`config.mk`:
```
export PLATFORM = sky130hd
export DESIGN_NAME = sram_port_arbiter_flat
export DESIGN_NICKNAME = d
export VERILOG_FILES = /design/src/rtl/sram_ctrl_pkg.sv /design/src/rtl/sram_port_arbiter_if.sv /design/src/rtl/sram_port_arbiter_rr_arb2.sv /design/src/rtl/sram_port_arbiter.sv /design/src/flat_wrapper.sv
export SDC_FILE = /design/constraint.sdc
export NUM_CORES = 1
export LEC_CHECK = 0
export BUFFER_PORTS_ARGS = -buffer_cell sky130_fd_sc_hd__buf_2
export CORE_MARGIN = 3
export CORE_UTILIZATION = 25
export CTS_CLUSTER_DIAMETER = 30
export CTS_CLUSTER_SIZE = 10
export DETAILED_ROUTE_END_ITERATION = 10
export GPL_TIMING_DRIVEN = 0
export PLACE_DENSITY_LB_ADDON = 0.12
export SYNTH_ARGS = -nofsm -noshare
export SYNTH_HDL_FRONTEND = slang
export SYNTH_SLANG_ARGS = --single-unit
```
`constraint.sdc`:
```
create_clock -name clk -period 1.9 [get_ports clk]
set_input_delay 0.19 -clock clk [delete_from_list [all_inputs] [get_ports clk]]
set_output_delay 0.19 -clock clk [all_outputs]
set_load 0.02 [all_outputs]
```
`src/rtl/sram_ctrl_pkg.sv`:
```
// Shared definitions for the sram access sequencer and its requesters.
package sram_ctrl_pkg;

    localparam int ADDR_W_DEF = 32;
    localparam int DATA_W_DEF = 32;

    localparam logic PORT_IFETCH = 1'b0;
    localparam logic PORT_DATA   = 1'b1;

    typedef enum logic [1:0] {
        IDLE   = 2'd0,
        ACCESS = 2'd1,
        DONE   = 2'd2
    } state_t;

endpackage

```
`src/rtl/sram_port_arbiter_if.sv`:
```
// Requester-side request/response bundle for one sram arbiter port.
interface sram_port_arbiter_if
    import sram_ctrl_pkg::*;
#(
    parameter int ADDR_W = ADDR_W_DEF,
    parameter int DATA_W = DATA_W_DEF
);
    logic              req_valid;
    logic              req_ready;
    logic              we;
    logic [ADDR_W-1:0] addr;
    logic [DATA_W-1:0] wdata;
    logic              rvalid;
    logic [DATA_W-1:0] rdata;

    modport master (
        output req_valid, we, addr, wdata,
        input  req_ready, rvalid, rdata
    );

    modport slave (
        input  req_valid, we, addr, wdata,
        output req_ready, rvalid, rdata
    );
endinterface

```
`src/rtl/sram_port_arbiter_rr_arb2.sv`:
```
// Two-way round-robin picker: one-hot grant plus the pointer to use next time.
module rr_arb2
    import sram_ctrl_pkg::*;
(
    input  logic [1:0] valid,
    input  logic       ptr,
    input  logic       en,
    output logic [1:0] gnt,
    output logic       ptr_next
);

    // Pointer only breaks ties; a lone requester always wins.
    always_comb begin
        gnt      = 2'b00;
        ptr_next = ptr;
        if (en) begin
            if (&valid) begin
                gnt = (ptr == PORT_DATA) ? 2'b10 : 2'b01;
            end else begin
                gnt = valid;
            end
        end
        if (gnt[0]) begin
            ptr_next = PORT_DATA;
        end else if (gnt[1]) begin
            ptr_next = PORT_IFETCH;
        end
    end

endmodule

```
`src/rtl/sram_port_arbiter.sv`:
```
// Arbitrates instruction-fetch and data ports onto one sram and sequences
// each access as a fixed-length cs pulse followed by a one-cycle response.
module sram_port_arbiter
    import sram_ctrl_pkg::*;
#(
    parameter int ADDR_W        = ADDR_W_DEF,
    parameter int DATA_W        = DATA_W_DEF,
    parameter int ACCESS_CYCLES = 2
) (
    input  logic                clk,
    input  logic                rst_n,
    sram_port_arbiter_if.slave  p0,
    sram_port_arbiter_if.slave  p1,
    output logic                mem_cs,
    output logic                mem_oe,
    output logic                mem_we,
    output logic [ADDR_W-1:0]   mem_addr,
    output logic [DATA_W-1:0]   mem_din,
    input  logic [DATA_W-1:0]   mem_dout,
    output logic                busy
);

    localparam int CNT_W = (ACCESS_CYCLES > 1) ? $clog2(ACCESS_CYCLES) : 1;
    localparam logic [CNT_W-1:0] CNT_LOAD = CNT_W'(ACCESS_CYCLES - 1);

    generate
        if (ACCESS_CYCLES < 1) begin : g_bad_access_cycles
            $error("sram_port_arbiter: ACCESS_CYCLES must be >= 1");
        end
    endgenerate

    state_t            state;
    logic              ptr;
    logic [CNT_W-1:0]  cnt;
    logic              lat_we;
    logic              gnt_id;
    logic [1:0]        gnt;
    logic              ptr_next;
    logic              arb_en;
    logic              sel_we;
    logic [ADDR_W-1:0] sel_addr;
    logic [DATA_W-1:0] sel_wdata;

    // Gating with rst_n keeps ready low while the block is held in reset.
    assign arb_en = rst_n && (state == IDLE);

    rr_arb2 u_rr_arb2 (
        .valid    ({p1.req_valid, p0.req_valid}),
        .ptr      (ptr),
        .en       (arb_en),
        .gnt      (gnt),
        .ptr_next (ptr_next)
    );

    assign p0.req_ready = gnt[0];
    assign p1.req_ready = gnt[1];
    assign busy         = (state != IDLE);

    assign sel_we    = gnt[1] ? p1.we    : p0.we;
    assign sel_addr  = gnt[1] ? p1.addr  : p0.addr;
    assign sel_wdata = gnt[1] ? p1.wdata : p0.wdata;

    // Access sequencer: accept, hold the sram pins for ACCESS_CYCLES, respond.
    always_ff @(posedge clk or negedge rst_n) begin
        if (!rst_n) begin
            state     <= IDLE;
            ptr       <= PORT_IFETCH;
            cnt       <= '0;
            lat_we    <= 1'b0;
            gnt_id    <= PORT_IFETCH;
            mem_cs    <= 1'b0;
            mem_oe    <= 1'b0;
            mem_we    <= 1'b0;
            mem_addr  <= '0;
            mem_din   <= '0;
            p0.rvalid <= 1'b0;
            p0.rdata  <= '0;
            p1.rvalid <= 1'b0;
            p1.rdata  <= '0;
        end else begin
            case (state)
                IDLE: begin
                    if (|gnt) begin
                        gnt_id   <= gnt[1];
                        ptr      <= ptr_next;
                        cnt      <= CNT_LOAD;
                        lat_we   <= sel_we;
                        mem_cs   <= 1'b1;
                        mem_we   <= sel_we;
                        mem_oe   <= ~sel_we;
                        mem_addr <= sel_addr;
                        mem_din  <= sel_we ? sel_wdata : '0;
                        state    <= ACCESS;
                    end
                end
                ACCESS: begin
                    if (cnt == '0) begin
                        mem_cs <= 1'b0;
                        mem_oe <= 1'b0;
                        mem_we <= 1'b0;
                        if (gnt_id == PORT_DATA) begin
                            p1.rvalid <= 1'b1;
                            if (!lat_we) p1.rdata <= mem_dout;
                        end else begin
                            p0.rvalid <= 1'b1;
                            if (!lat_we) p0.rdata <= mem_dout;
                        end
                        state <= DONE;
                    end else begin
                        cnt <= cnt - CNT_W'(1);
                    end
                end
                DONE: begin
                    p0.rvalid <= 1'b0;
                    p1.rvalid <= 1'b0;
                    state     <= IDLE;
                end
                default: state <= IDLE;
            endcase
        end
    end

endmodule

```
`src/flat_wrapper.sv`:
```
// flat-port wrapper written by rule: the top's interface ports become plain ports
module sram_port_arbiter_flat import sram_ctrl_pkg::*;
#(
    parameter int ADDR_W        = ADDR_W_DEF,
    parameter int DATA_W        = DATA_W_DEF,
    parameter int ACCESS_CYCLES = 2
)
  (clk, rst_n, mem_cs, mem_oe, mem_we, mem_addr, mem_din, mem_dout, busy, p0_req_valid, p0_we, p0_addr, p0_wdata, p0_req_ready, p0_rvalid, p0_rdata, p1_req_valid, p1_we, p1_addr, p1_wdata, p1_req_ready, p1_rvalid, p1_rdata);
  sram_port_arbiter_if #(.ADDR_W(ADDR_W), .DATA_W(DATA_W)) p0_i ();
  sram_port_arbiter_if #(.ADDR_W(ADDR_W), .DATA_W(DATA_W)) p1_i ();
  input  logic clk;
  input  logic rst_n;
  output logic mem_cs;
  output logic mem_oe;
  output logic mem_we;
  output logic [ADDR_W-1:0] mem_addr;
  output logic [DATA_W-1:0] mem_din;
  input  logic [DATA_W-1:0] mem_dout;
  output logic busy;
  input wire logic [$bits(p0_i.req_valid)-1:0] p0_req_valid;
  input wire logic [$bits(p0_i.we)-1:0] p0_we;
  input wire logic [$bits(p0_i.addr)-1:0] p0_addr;
  input wire logic [$bits(p0_i.wdata)-1:0] p0_wdata;
  output wire logic [$bits(p0_i.req_ready)-1:0] p0_req_ready;
  output wire logic [$bits(p0_i.rvalid)-1:0] p0_rvalid;
  output wire logic [$bits(p0_i.rdata)-1:0] p0_rdata;
  input wire logic [$bits(p1_i.req_valid)-1:0] p1_req_valid;
  input wire logic [$bits(p1_i.we)-1:0] p1_we;
  input wire logic [$bits(p1_i.addr)-1:0] p1_addr;
  input wire logic [$bits(p1_i.wdata)-1:0] p1_wdata;
  output wire logic [$bits(p1_i.req_ready)-1:0] p1_req_ready;
  output wire logic [$bits(p1_i.rvalid)-1:0] p1_rvalid;
  output wire logic [$bits(p1_i.rdata)-1:0] p1_rdata;
  assign p0_i.req_valid = p0_req_valid;
  assign p0_i.we = p0_we;
  assign p0_i.addr = p0_addr;
  assign p0_i.wdata = p0_wdata;
  assign p0_req_ready = p0_i.req_ready;
  assign p0_rvalid = p0_i.rvalid;
  assign p0_rdata = p0_i.rdata;
  assign p1_i.req_valid = p1_req_valid;
  assign p1_i.we = p1_we;
  assign p1_i.addr = p1_addr;
  assign p1_i.wdata = p1_wdata;
  assign p1_req_ready = p1_i.req_ready;
  assign p1_rvalid = p1_i.rvalid;
  assign p1_rdata = p1_i.rdata;
  sram_port_arbiter #(.ADDR_W(ADDR_W), .DATA_W(DATA_W), .ACCESS_CYCLES(ACCESS_CYCLES)) u_core (.clk(clk), .rst_n(rst_n), .p0(p0_i), .p1(p1_i), .mem_cs(mem_cs), .mem_oe(mem_oe), .mem_we(mem_we), .mem_addr(mem_addr), .mem_din(mem_din), .mem_dout(mem_dout), .busy(busy));
endmodule
```
==> out/results.tsv, run 1 <==
metric	value	unit
status	complete, no violations	
Synth cell types	30	
Synth-to-Final Area Change	58.0	%
Yosys reg bits	139	
Final Cell Area	9100	sq um
Max-Cap Viols	0	
RSZ-0062 raised after global routing	true	
ANT nets after route	0	
clk_skew	0.0130	ns
startpoint types	register	
synthesized area per cell	13.3	sq um
final setup TNS	0	ns
hpwl dp	14100	um
FP Rows	54	
H-tree levels	4	
DRC Markers	0	
number of buffers created by CTS	17	
Via density	4.50	
clock sink count	139	
Tcrit/Tclk final	96.9	%
maximum VDD drop	533	uV
Remaining Overflow, GRT	0	
Placed Area	7650	sq um
vias in the first global route	5281	
drt pass-1 iters	4	
DIE AREA	24900	sq um
CP arrival	2.13	ns
critical path fanouts, max	7	
DR WL/cell	17.2	um
CTS tree	yes	
Final Setup Violations	0	
CP Class	reg -> reg	
worst path required time	2.19	ns
Seq/Total Area, Yosys	60.4	%
clock transition at the registers of the reported paths	0.06	ns
final-report max-slew violation count	0	
Clock Latency Late Sink	0.41	ns
Final GP Congestion	0.868	
final core utilization	40.9	%
largest net degree at the start of global routing	50	
Area contributors post-synth	dfrtp_1 60%, mux2_2 12%, mux2i_1 5.7%	
DIE HEIGHT	158	um
Power Dens Cells	1660	nW/um^2
Synth top area share	60.4	%
First DRT Iteration DRCs	186	
CP endpoint kind	register	
first-pass GRT wire length	28500	um
overall die width	158	um
min Tclk post-route	1.84	ns
most common cell after layout, fill and taps aside	buf_2	
mapped cell area	5760	sq um
Yosys Warn Count	0	
Synth Net Count	599	
Post-Route WL	19000	um
clk root buf	clkbuf_16	
GRT Util Overall	14.8	%
Yosys top cell by area	dfrtp_1	
Hold Crit Class	in -> reg	
nets@finish	978	
Leakage	4.81	nW
post-synthesis cell count	433	
port bufs	301	
initial cell density of the core	25.9	%
most frequent cells in the layout	305 x buf_2, 137 x dfrtp_1, 58 x mux2_2	
max frequency	543	MHz
relative slew slack	68.2	%
I/O pins	302	
worst-margin pin slew	0.477	ns
Antenna diodes	0	
via count	4972	
core area	22200	sq um
Longest Clk Path Bufs	2	
initial antenna violation count	1	
final hold vios	0	
share of layout cells above drive strength 1	54.2	%
-- worst paths after layout --
path,startpoint,to,slack [ns],cells past startpoint
max in group asynchronous,rst_n,u_core.mem_addr[0]$_DFFE_PN0P_,1.02,5
min,mem_dout[9],u_core.p0.rdata[9]$_DFFE_PN0P_,0.03,2
min in group asynchronous,rst_n,u_core.p0.rdata[15]$_DFFE_PN0P_,0.52,3
max reg2reg,u_core.state[0]$_DFFE_PN0P_,u_core.p1.rdata[28]$_DFFE_PN0P_,0.06,6
min reg2reg,u_core.mem_addr[25]$_DFFE_PN0P_,u_core.mem_addr[25]$_DFFE_PN0P_,0.47,2
max,u_core.state[0]$_DFFE_PN0P_,u_core.p1.rdata[28]$_DFFE_PN0P_,0.06,6
-- flip-flops by register name, summed over array words and instances, names as in the netlist --
| name | flops |
|---|---|
| u_core.state | 2 |
| u_core.p0.rdata | 32 |
| u_core.p1.rvalid | 1 |
| u_core.gnt_id | 1 |
| u_core.cnt | 1 |
| u_core.ptr | 1 |
| u_core.p0.rvalid | 1 |
| u_core.mem_cs | 1 |
| u_core.mem_din | 32 |
| u_core.mem_addr | 32 |
| u_core.p1.rdata | 32 |
| u_core.mem_oe | 1 |
| u_core.lat_we | 1 |
| u_core.mem_we | 1 |
-- power by group --
group,internal [mW],switching [mW]
Combinational,2.74,3.76
Clock,2.07,1.32
Sequential,4.43,0.824
-- layer usage --
layer	GRT usage (%)	vias up	part of all wire, %
li1	-	2342	-
met1	18.1	2408	42
met2	24.5	203	48
met3	5.28	17	8.6
met4	4.96	2	1.6
met5	0	-	0.068
-- critical path, stage by stage, from the launching register on --
cell       delay [ns]
dfrtp_2          0.42
or3b_4           0.42
buf_6            0.13
nor2_4           0.15
nand2_8          0.12
clkbuf_16        0.20
mux2_2           0.26
-- through the flow --
step	std cells	hold slack (ns)	power, mW	worst slack [ns]
after global placement	1014	0.421	11.4	-2.70
after detailed placement	1015	0.142	11.5	-0.960
after CTS	1100	0.000425	15.3	-0.0309
after global routing	1104	0.00632	16.1	-0.0200
final	1104	0.0251	15.1	0.0581
after floorplan	433	-0.106	9.02	0.111
-- layout make-up --
class	instances	area, sq um
fillers	2144	13100
flip-flops and latches	139	3480
repair buffers	362	2300
multi-input cells	258	2130
clock buffers	17	425
well taps	280	350
plain buffers	29	226
clock inverters	14	170
inverters	5	18.8
-- synthesized netlist by cell type, drive strengths merged --
master	number
a31o	1
or3b	1
o21bai	1
clkbuf	18
a221o	32
o21ai	37
buf	13
nand3	1
nand2	37
a22o	1
inv	5
nor3b	1
mux2i	33
a21oi	2
mux2	64
nor2b	1
and3	34
a21o	3
dfrtp	139
nor3	3
nor2	4
o21a	1
or2	1
-- cells by family after synthesis --
| group | Yosys count | share of synthesized area [%] |
|---|---|---|
| mux | 97 | 18.6 |
| buf+inv | 36 | 3.39 |
| compound gates | 78 | 9.97 |
| simple gates | 83 | 7.69 |
| flops | 139 | 60.4 |
-- repair_timing --
| action | in CTS | in global routing |
|---|---|---|
| hold buffers | 46 | 0 |
| setup endpoints to repair | 101 | 64 |
| endpoints found under the hold margin | 131 | 0 |
| resized for setup | 27 | 13 |
| cloned | 2 | 3 |
| setup buffers | 7 | 2 |
| pin swaps | 4 | 2 |
Power figures use the tool's default switching activity.
==> run 2, diff against run 1 <==
--- a/config.mk
+++ b/config.mk
@@ -5,7 +5,7 @@
 export SDC_FILE = /design/constraint.sdc
 export NUM_CORES = 1
 export LEC_CHECK = 0
-export BUFFER_PORTS_ARGS = -buffer_cell sky130_fd_sc_hd__buf_2
+export BUFFER_PORTS_ARGS = -buffer_cell sky130_fd_sc_hd__buf_4
 export CORE_MARGIN = 3
 export CORE_UTILIZATION = 25
 export CTS_CLUSTER_DIAMETER = 30
==> out/results.tsv, run 2 (synthesis gave the netlist of run 1 again) <==
metric	value	unit
final setup TNS	0	ns
ANT nets after route	0	
clock sink count	139	
DIE AREA	24900	sq um
Remaining Overflow, GRT	0	
port bufs	301	
Setup WS post-layout	0.0750	ns
Place WS	-0.970	ns
Via density	4.47	
CP Cell Sequence	or3b_4 -> nor3_4 -> buf_12 -> clkbuf_16 -> mux2_2	
fillers	2118	
drt pass-1 iters	4	
clock transition at the registers of the reported paths	0.06	ns
worst-margin pin slew	0.499	ns
CP endpoint kind	register	
Worst path slowest cell	or3b_4	
max frequency	548	MHz
H-tree levels	4	
Synth-to-Final Area Change	70.7	%
share of layout cells above drive strength 1	53.4	%
DRC Markers	0	
most frequent cells in the layout	303 x buf_4, 137 x dfrtp_1, 52 x mux2_2	
clk root buf	clkbuf_16	
overall die width	158	um
Hold Crit Class	in -> reg	
I/O pins	302	
startpoint types	register	
Antenna diodes	0	
Final Setup Violations	0	
Placed Area	8400	sq um
Final GP Congestion	0.793	
clk_skew	0.00752	ns
status	complete, no violations	
Longest Clk Path Bufs	2	
initial antenna violation count	0	
nets@finish	979	
GRT Util Overall	15.5	%
Power Dens Cells	1630	nW/um^2
CP Class	reg -> reg	
First DRT Iteration DRCs	174	
FP Rows	54	
vias in the first global route	5366	
final hold vios	0	
final core utilization	44.2	%
Leakage	5.00	nW
family with the most delay on the worst path	simple AND/OR/NAND/NOR gates	
largest net degree at the start of global routing	50	
number of buffers created by CTS	17	
worst path required time	2.19	ns
Clock Latency Late Sink	0.41	ns
critical path fanouts, max	6	
placed insts	1015	
slowest stage delay, CP	0.47	ns
min Tclk post-route	1.82	ns
Max-Cap Viols	0	
Final Cell Area	9830	sq um
relative slew slack	66.7	%
final-report max-slew violation count	0	
WP buf/inv	2	
DR WL/cell	17.5	um
core area	22200	sq um
Tot Pwr	16.0	mW
maximum VDD drop	594	uV
Non-Filler Instances	1106	
first-pass GRT wire length	29600	um
hpwl dp	14400	um
initial cell density of the core	25.9	%
Min Hold Slack	0.0206	ns
most common cell after layout, fill and taps aside	buf_4	
via count	4943	
DIE HEIGHT	158	um
Post-Route WL	19400	um
CP arrival	2.12	ns
Tcrit/Tclk final	96.1	%
CTS tree	yes	
## run 2: changes by cell type in the layout (fill, tap and decap cells not counted), sizes merged
cell | previous run | this run
buf | 329 | 326
inv | 8 | 5
bufinv | 3 | 2
clkinv | 7 | 4
clkbuf | 36 | 37
clkinvlp | 1 | 4
dlygate4sd3 | 42 | 50
## run 2: layout make-up
cell class	instances	area (sq um)	area share, %
plain buffers	29	210	2.14
clock buffers	22	494	5.03
well taps	280	350	3.56
repair buffers	363	3020	30.7
clock inverters	10	114	1.16
multi-input cells	258	2140	21.8
inverters	5	18.8	0.191
flip-flops and latches	139	3480	35.4
## run 2: worst reg2reg max path: stages (launching register included)
cell,delay [ns]
dfrtp_2,0.44
or3b_4,0.47
nor3_4,0.17
buf_12,0.16
clkbuf_16,0.15
mux2_2,0.32
## run 2: what timing repair did
action / 4_1_cts / 5_1_grt
buffers inserted: 3 / 2
pin swaps: 3 / 3
resized for setup: 31 / 7
hold buffers: 52 / 2
cloned: 1 / 1
hold endpoints to repair: 145 / 2
endpoints found under the setup margin: 101 / 40
## run 2: where the power goes
| group | internal [mW] | switching (mW) |
|---|---|---|
| Combinational | 3.58 | 3.76 |
| Clock | 2.10 | 1.27 |
| Sequential | 4.43 | 0.894 |
| Total | 10.1 | 5.93 |
## run 2: metal layers
| metal | vias up | routed length [um] | global-route usage (%) |
|---|---|---|---|
| met5 | - | 0 | 0 |
| met4 | 0 | 277 | 4.83 |
| met3 | 14 | 1760 | 6.07 |
| met2 | 216 | 9460 | 25.8 |
| met1 | 2373 | 7900 | 18.5 |
| li1 | 2340 | - | - |
## run 2: path summary, 6_finish.rpt
check | from | endpoint | cells after the start | slack [ns]
setup / recovery | u_core.state[1]$_DFFE_PN0P_ | u_core.p0.rdata[28]$_DFFE_PN0P_ | 5 | 0.08
hold / removal | mem_dout[14] | u_core.p1.rdata[14]$_DFFE_PN0P_ | 2 | 0.02
setup reg to reg | u_core.state[1]$_DFFE_PN0P_ | u_core.p0.rdata[28]$_DFFE_PN0P_ | 5 | 0.08
hold reg to reg | u_core.mem_addr[14]$_DFFE_PN0P_ | u_core.mem_addr[14]$_DFFE_PN0P_ | 2 | 0.48
max in group asynchronous | rst_n | u_core.mem_din[16]$_DFFE_PN0P_ | 5 | 1.02
min in group asynchronous | rst_n | u_core.p0.rdata[12]$_DFFE_PN0P_ | 3 | 0.56
==> run 3, diff against run 2 <==
==> constraint.sdc (replaced) <==
create_clock -name clk -period 1.75 [get_ports clk]
set_input_delay 0.175 -clock clk [delete_from_list [all_inputs] [get_ports clk]]
set_output_delay 0.175 -clock clk [all_outputs]
set_load 0.02 [all_outputs]
==> out/results.tsv, run 3 (synthesis gave the netlist of run 1 again) <==
metric	value	unit
status	finished, violations left	
failing checks	negative setup slack	
min Tclk post-route	1.85	ns
FP Rows	54	
final-report max-slew violation count	0	
overall die width	158	um
DRC Markers	0	
CP arrival	2.14	ns
Post-Route WL	20300	um
Via density	4.51	
Max-Cap Viols	0	
Remaining Overflow, GRT	0	
First DRT Iteration DRCs	205	
Leakage	5.31	nW
worst path required time	2.04	ns
final hold vios	0	
H-tree levels	4	
CP Class	reg -> reg	
via count	5122	
clock transition at the registers of the reported paths	0.06	ns
Hold Crit Class	in -> reg	
most frequent cells in the layout	311 x buf_4, 137 x dfrtp_1, 66 x dlygate4sd3_1	
maximum VDD drop	641	uV
reg2reg path depth	6	
clk root buf	clkbuf_16	
Tcrit/Tclk final	106	%
Synth-to-Final Area Change	80.9	%
first-pass GRT wire length	29900	um
Setup WS post-layout	-0.0999	ns
share of layout cells above drive strength 1	54.3	%
initial cell density of the core	25.9	%
worst-margin pin slew	0.495	ns
GRT Util Overall	15.7	%
clock sink count	139	
drt pass-1 iters	4	
DR WL/cell	17.9	um
Placed Area	8400	sq um
nets@finish	1009	
relative slew slack	67.0	%
port bufs	301	
Final GP Congestion	0.804	
Register Area	3480	sq um
DIE HEIGHT	158	um
core area	22200	sq um
critical path fanouts, max	8	
hpwl dp	14600	um
I/O pins	302	
end point of the critical path	u_core.p1.rdata[23]$_DFFE_PN0P_	
initial antenna violation count	1	
fillers	2046	
r2r setup slk	-0.1	ns
CP endpoint kind	register	
DIE AREA	24900	sq um
largest net degree at the start of global routing	52	
Place WS	-1.10	ns
Final Setup Violations	34	
startpoint types	register	
vias in the first global route	5478	
hold_sp	p1_wdata[14]	
final core utilization	46.9	%
Multi-input gate area	2280	sq um
Power Dens Cells	1750	nW/um^2
Final Cell Area	10400	sq um
Clock Latency Late Sink	0.41	ns
ANT nets after route	0	
Reg-to-Reg End	u_core.p1.rdata[23]$_DFFE_PN0P_	
RSZ-0062 raised after global routing	true	
Longest Clk Path Bufs	2	
hold depth	2	
CTS tree	yes	
clk_skew	0.0101	ns
launch point of the worst path	u_core.state[1]$_DFFE_PN0P_	
max frequency	541	MHz
most common cell after layout, fill and taps aside	buf_4	
number of buffers created by CTS	17	
Min Hold Slack	0.0324	ns
reg-to-reg startpoint	u_core.state[1]$_DFFE_PN0P_	
## run 3: changes by cell type in the layout (fill, tap and decap cells not counted), moves of 3 or more
| cell | delta |
|---|---|
| clkbuf_8 | -3 |
| o21ai_1 | +8 |
| clkbuf_4 | +3 |
| buf_8 | +3 |
| mux2_2 | -23 |
| buf_6 | +4 |
| buf_12 | +4 |
| clkbuf_1 | -7 |
| mux2_4 | +23 |
| buf_2 | -6 |
| buf_4 | +8 |
| dlygate4sd3_1 | +16 |
| clkbuf_16 | +4 |
| o21ai_0 | -11 |
## run 3: layout make-up
| cell class | instances | share of cell area, % |
|---|---|---|
| Antenna cell | 1 | 0.0240 |
| Inverter | 5 | 0.180 |
| Buffer | 29 | 3.03 |
| Sequential cell | 139 | 33.4 |
| Multi-Input combinational cell | 258 | 21.8 |
| Clock buffer | 19 | 4.35 |
| Tap cell | 280 | 3.36 |
| Clock inverter | 11 | 1.40 |
| Timing Repair Buffer | 393 | 32.4 |
## run 3: worst min-delay path by stage
stage                                           end  slack (ns)
floorplan                    u_core.cnt$_DFFE_PN0P_       -0.12
global placement     u_core.mem_din[16]$_DFFE_PN0P_        0.40
detailed placement  u_core.p1.rdata[15]$_DFFE_PN0P_        0.16
CTS                  u_core.mem_din[14]$_DFFE_PN0P_       0.004
global route         u_core.mem_din[14]$_DFFE_PN0P_       0.008
finish               u_core.mem_din[14]$_DFFE_PN0P_        0.03
## run 3: power breakdown
part,switching [mW],internal (mW)
combinational,4.31,4.43
clock,1.36,2.30
sequential,0.985,4.81
## run 3: critical path, stage by stage (launching register included)
cell and delay, ns:
dfrtp_2 0.40, or3b_4 0.42, buf_6 0.15, nor2_4 0.15, nand2_8 0.12, clkbuf_16 0.21, mux2_2 0.27
## run 3: per-stage QoR
step                      power [mW]  cells  TNS [ns]
after CTS                       17.8   1122     -8.18
after global routing            19.3   1135     -5.87
after floorplan                 9.79    433     -1.17
after detailed placement        13.6   1015    -77.72
after global placement          13.4   1014   -138.36
final                           18.2   1135     -2.62
## run 3: what timing repair did
item,4_1_cts,5_1_grt
pin swaps,4,27
endpoints found under the setup margin,133,129
hold endpoints to repair,187,0
setup buffers,6,9
gates cloned,3,5
hold buffers,69,0
gates resized for setup,47,94
## run 3: metal layers
| metal | vias up | global-route usage (%) | routed length [um] |
|---|---|---|---|
| met2 | 198 | 26.4 | 10100 |
| met4 | 0 | 5.54 | 406 |
| met1 | 2499 | 18.7 | 8210 |
| li1 | 2403 | - | - |
| met3 | 22 | 5.41 | 1570 |
| met5 | - | 0 | 0 |
